===== src/rtl/bp_update_unit.sv =====
// Branch predictor resolution end: in-order queue of prediction records popped by EX,
// producing counter/target update writes, mispredict flush/redirect and a mispredict count.
module bp_update_unit #(
   parameter int DEPTH = 4,
   parameter int CNT_W = 16
) (
   input  logic             clk,
   input  logic             rst,
   input  logic             pred_valid,
   input  logic [31:0]      pred_pc,
   input  logic             pred_taken,
   input  logic [31:0]      pred_target,
   input  logic [1:0]       pred_ctr,
   output logic             pred_ready,
   input  logic             res_valid,
   input  logic             res_taken,
   input  logic [31:0]      res_target,
   output logic             res_ready,
   output logic             upd_write,
   output logic [31:0]      upd_waddr,
   output logic [1:0]       upd_ctr,
   output logic             upd_tgt_write,
   output logic [31:0]      upd_target,
   output logic             flush,
   output logic [31:0]      redirect_pc,
   output logic [CNT_W-1:0] mispredict_cnt,
   output logic             err_underflow
);
   localparam int PTR_W = $clog2(DEPTH);
   localparam int QC_W  = $clog2(DEPTH) + 1;

   typedef struct packed {
      logic [31:0] pc;
      logic        taken;
      logic [31:0] target;
      logic [1:0]  ctr;
   } entry_t;

   entry_t           mem_q [DEPTH];
   logic [PTR_W-1:0] head_q, tail_q;
   logic [QC_W-1:0]  count_q;

   entry_t head_p0;
   logic   pop_p0, push_p0, tgt_diff_p0, mispredict_p0, flush_next;

   function automatic logic [1:0] sat_ctr(input logic [1:0] ctr, input logic taken);
      if (taken)
         return (ctr == 2'd3) ? 2'd3 : ctr + 2'd1;
      return (ctr == 2'd0) ? 2'd0 : ctr - 2'd1;
   endfunction

   function automatic logic [CNT_W-1:0] sat_cnt_inc(input logic [CNT_W-1:0] cnt);
      return (&cnt) ? cnt : cnt + CNT_W'(1);
   endfunction

   // Stage p0: resolve against the head record
   assign pred_ready    = (count_q != QC_W'(DEPTH));
   assign res_ready     = (count_q != '0);
   assign head_p0       = mem_q[head_q];
   assign pop_p0        = res_valid && res_ready;
   assign tgt_diff_p0   = (res_target != head_p0.target);
   assign mispredict_p0 = (res_taken != head_p0.taken) ||
                          (res_taken && head_p0.taken && tgt_diff_p0);
   assign flush_next    = pop_p0 && mispredict_p0;
   // Wrong-path pushes are discarded while a flush is being decided or signalled
   assign push_p0       = pred_valid && pred_ready && !flush_next && !flush;

   always_ff @(posedge clk) begin
      if (push_p0)
         mem_q[tail_q] <= entry_t'{pc: pred_pc, taken: pred_taken,
                                   target: pred_target, ctr: pred_ctr};
   end

   always_ff @(posedge clk or posedge rst) begin
      if (rst) begin
         head_q  <= '0;
         tail_q  <= '0;
         count_q <= '0;
      end else if (flush_next) begin
         head_q  <= '0;
         tail_q  <= '0;
         count_q <= '0;
      end else begin
         if (push_p0)
            tail_q <= tail_q + PTR_W'(1);
         if (pop_p0)
            head_q <= head_q + PTR_W'(1);
         case ({push_p0, pop_p0})
            2'b10:   count_q <= count_q + QC_W'(1);
            2'b01:   count_q <= count_q - QC_W'(1);
            default: ;
         endcase
      end
   end

   // Stage p1: registered update, flush and statistics outputs
   always_ff @(posedge clk or posedge rst) begin
      if (rst) begin
         upd_write      <= 1'b0;
         upd_waddr      <= '0;
         upd_ctr        <= '0;
         upd_tgt_write  <= 1'b0;
         upd_target     <= '0;
         flush          <= 1'b0;
         redirect_pc    <= '0;
         mispredict_cnt <= '0;
         err_underflow  <= 1'b0;
      end else begin
         upd_write     <= pop_p0;
         upd_tgt_write <= pop_p0 && res_taken && tgt_diff_p0;
         flush         <= flush_next;
         err_underflow <= err_underflow || (res_valid && !res_ready);
         if (flush_next)
            mispredict_cnt <= sat_cnt_inc(mispredict_cnt);
         if (pop_p0) begin
            upd_waddr   <= head_p0.pc;
            upd_ctr     <= sat_ctr(head_p0.ctr, res_taken);
            upd_target  <= res_target;
            redirect_pc <= res_taken ? res_target : head_p0.pc + 32'd4;
         end
      end
   end
endmodule

===== config.mk =====
export PLATFORM = sky130hd
export DESIGN_NAME = bp_update_unit
export DESIGN_NICKNAME = d
export VERILOG_FILES = /design/src/rtl/bp_update_unit.sv
export SDC_FILE = /design/constraint.sdc
export NUM_CORES = 1
export LEC_CHECK = 0
export ABC_AREA = 1
export CAP_MARGIN = 25
export CORE_MARGIN = 2
export CORE_UTILIZATION = 60
export CTS_CLUSTER_DIAMETER = 120
export DETAILED_ROUTE_END_ITERATION = 6
export HOLD_SLACK_MARGIN = 0.12
export PLACE_DENSITY = 0.89
export SLEW_MARGIN = 10
export SYNTH_ARGS = -nofsm -noshare
export SYNTH_HDL_FRONTEND = slang
export SYNTH_SLANG_ARGS = --single-unit

===== constraint.sdc =====
create_clock -name clk -period 8.1 [get_ports clk]
set_input_delay 2.025 -clock clk [delete_from_list [all_inputs] [get_ports clk]]
set_output_delay 2.025 -clock clk [all_outputs]
set_load 0.02 [all_outputs]

==> impl_metrics.yaml <==
run_status:
  status: "completed"
power:
  clockPowerShare_pct: 22.6
  seq_power_share_pct: 37.1
  power_leakage_nw: 8.37
  swShare_pct: 40.3
  power_density_mw_per_mm2: 389
  switchingPower_w: 0.00326
  ir_drop_uv: 258
  intPower_w: 0.00483
  power_frac_comb_pct: 40.3
detailed_routing:
  final_antenna_net_count: 0
  drc: 0
  drt_iter0_drc: 1712
  wl_per_cell_um: 21.1
  drt_wl_total_um: 47700
  vias: 13415
  vias_per_cell: 5.94
  drt_pre_antenna_iters: 5
layout:
  final_util_pct: 74.5
  drive_above_1_share_pct: 7.51
  multiInputGateArea_mm2: 0.00508
  nNetsFinal: 1958
  regArea_mm2: 0.0112
  final_area_mm2: 0.0208
  syn2layout_area_growth_pct: 21.8
  fillers: 1815
critical_path:
  worst_setup_path_start_kind: "input port"
  path_max_fanout: 78
  reg2reg_slack_ns: 3.12
  crit_required_ns: 8.29
  worstSetupEndpointType: "register"
  reg2reg_depth: 16
  r2r_end: "mem_q[2][0]"
  r2r-start: "head_q[0]"
  cp.arrival_ns: 5.28
  path_class: "in2reg"
synthesis:
  syn_area_per_cell_um2: 10.4
  synth-main-ff-cell: "edfxtp_1"
  ys_seq_area_share_pct: 65.4
  syn-instance-count: 1636
  synth_area_mm2: 0.0171
  ys_ff_latch: 393
  async_reset_ff_share_pct: 31.8
  synth_nets: 1748
  synth_warnings: 0
  synth.distinct_cells: 54
  synth-edff-count: 268
flow_run:
  cap_violations: 0
global_routing:
  grt_start_max_net_pins: 136
  grt_pass1_wl_um: 73300
  grt_use_total_pct: 31.7
  grt_overflow_total: 0
  grt_pass1_vias: 13013
  antenna_found_initial: 1
sta:
  fin_crit_ns: 5.09
  setup_viol: 0
  holdWs_ns: 0.479
  tightest_slew_ns: 1.04
  timing.fmax_ghz: 0.196
  fin_setup_tns_ns: 0
  rsz0062_at_grt: "false"
  maxSlewViolCount: 0
  relSlewSlack_pct: 30.6
  finalClockSkew_ns: 0.0196
  finalHoldViolations: 0
  post-route-period-util_pct: 62.9
cts:
  cts_num_sinks: 393
  path_clk_slew_ns: 0.06
  clk_path_buf_depth: 3
  cts_resized: 0
  hold_buffers: 0
  htreeDepth: 2
  cts_setup_buffers: 0
  cts_tree: "done"
  cts_made_buffers: 40
  cts_root_buf: "clkbuf_16"
  insertion_delay_ns: 0.54
floorplanning:
  rows: 61
  die_h_um: 173
  io_pins: 224
  dieArea_mm2: 0.0298
  design.core.area_mm2: 0.0279
  start_util_pct: 61.1
  die_width_um: 173
hold_path:
  hold_start: "err_underflow"
  min_path_type: "reg2reg"
  hold_end: "err_underflow"
  hold-path-cell-count: 1
placed_design:
  place_hpwl_um: 31600
  portBuffers: 223
  place_congestion: 0.908
  dpl_cell_area_mm2: 0.0194
[registers in the layout, summed over array words and instances, names as in the netlist]
name,flops
err_underflow,1
upd_write,1
mispredict_cnt,16
upd_target,32
tail_q,2
flush,1
count_q,3
mem_q,268
redirect_pc,32
head_q,2
upd_waddr,32
upd_tgt_write,1
upd_ctr,2
[routing by layer]
layer	wire length [um]	track usage, %	part of all wire (%)	vias to the layer above
met5	0	0	0	-
met4	2250	14.5	4.7	0
met3	5120	7.39	11	147
met2	23000	51.4	48	851
met1	17300	41.1	36	6465
li1	-	-	-	5952
[worst max path at each step]
stage / cells after the start / endpoint / slack [ns] / startpoint
floorplan: 13 / mem_q[0][0] / 1.90 / res_target[15]
global placement: 7 / mem_q[3][66] / 2.50 / res_valid
detailed placement: 7 / mem_q[3][63] / 2.37 / res_valid
CTS: 7 / mem_q[3][0] / 2.91 / res_valid
global route: 7 / mem_q[2][0] / 2.79 / res_valid
finish: 7 / mem_q[2][0] / 3.01 / res_valid
[critical path: stages]
cell	delay, ns
clkdlybuf4s50_1	0.48
nand2_4	0.55
inv_1	0.51
nand2_8	0.24
nand2_2	0.18
nor2_4	0.75
buf_4	0.49
[per-stage QoR]
stage / total power, W / std cells / worst slack (ns)
after floorplan: 0.00501 / 1636 / 1.90
after global placement: 0.00607 / 2180 / 2.50
after detailed placement: 0.00619 / 2180 / 2.37
after CTS: 0.00804 / 2254 / 2.91
after global routing: 0.00848 / 2256 / 2.79
final: 0.00810 / 2258 / 3.01
[cells in the mapped netlist (5+ instances only)]
master / instances / area [um2]
nand2_1: 571 / 2140
edfxtp_1: 268 / 8050
nand3_1: 190 / 951
dfrtp_1: 125 / 3130
o21ai_0: 84 / 420
inv_1: 81 / 304
nor2_1: 61 / 229
clkbuf_1: 24 / 90.1
a21oi_1: 22 / 110
buf_6: 21 / 236
buf_2: 15 / 75.1
nand2_2: 14 / 87.6
o21ai_1: 14 / 70.1
xor2_1: 14 / 123
inv_2: 12 / 45.0
o211ai_1: 12 / 90.1
buf_4: 8 / 60.1
nand4_1: 8 / 50.1
nor3_1: 8 / 40.0
and2_1: 7 / 43.8
ha_1: 7 / 87.6
nor2_2: 7 / 43.8
o221ai_1: 6 / 52.6
xnor2_1: 6 / 52.6
nor4_1: 5 / 31.3
[cell usage in the layout, fill, tap and decap left out, types with 12 or more instances in the layout]
| cell type | Yosys | layout |
|---|---|---|
| o21ai_1 | 14 | 14 |
| a21oi_1 | 22 | 22 |
| clkbuf_1 | 24 | 12 |
| o211ai_1 | 12 | 12 |
| nand3_1 | 190 | 190 |
| nand2_1 | 571 | 570 |
| nor2_1 | 61 | 57 |
| buf_4 | 8 | 14 |
| inv_2 | 12 | 12 |
| nand2_2 | 14 | 14 |
| edfxtp_1 | 268 | 268 |
| inv_1 | 81 | 80 |
| clkdlybuf4s50_1 | 0 | 223 |
| xor2_1 | 14 | 14 |
| dfrtp_1 | 125 | 123 |
| clkbuf_16 | 0 | 41 |
| o21ai_0 | 84 | 84 |
[power groups by stage]
stage          clock [W]  sequential (W)  combinational (W)
2_1_floorplan          0         0.00322            0.00178
3_3_place_gp           0         0.00301            0.00306
3_5_place_dp           0         0.00302            0.00317
4_1_cts          0.00183         0.00300            0.00321
5_1_grt          0.00192         0.00305            0.00351
6_report         0.00183         0.00301            0.00326
[cell families after synthesis]
kind of cell	count (synthesis)	synth area share [%]
DFF	393	65.4
AOI/OAI and AO/OA	157	5.30
xor gates and xnor gates	20	1.03
buffers and inverters	166	5.01
and+or+nand+nor	892	22.6
adders and majority gates	8	0.630
[final cells by class]
type                       instances  share of cell area, %
antenna                            2                 0.0241
multi-input combinational       1077                   24.4
tap                              378                   2.27
sequential                       393                   53.7
clock inverter                    17                  0.824
timing repair buffer             239                   11.5
inverter                          95                   1.80
clock buffer                      57                   5.41
Power figures use the tool's default switching activity.
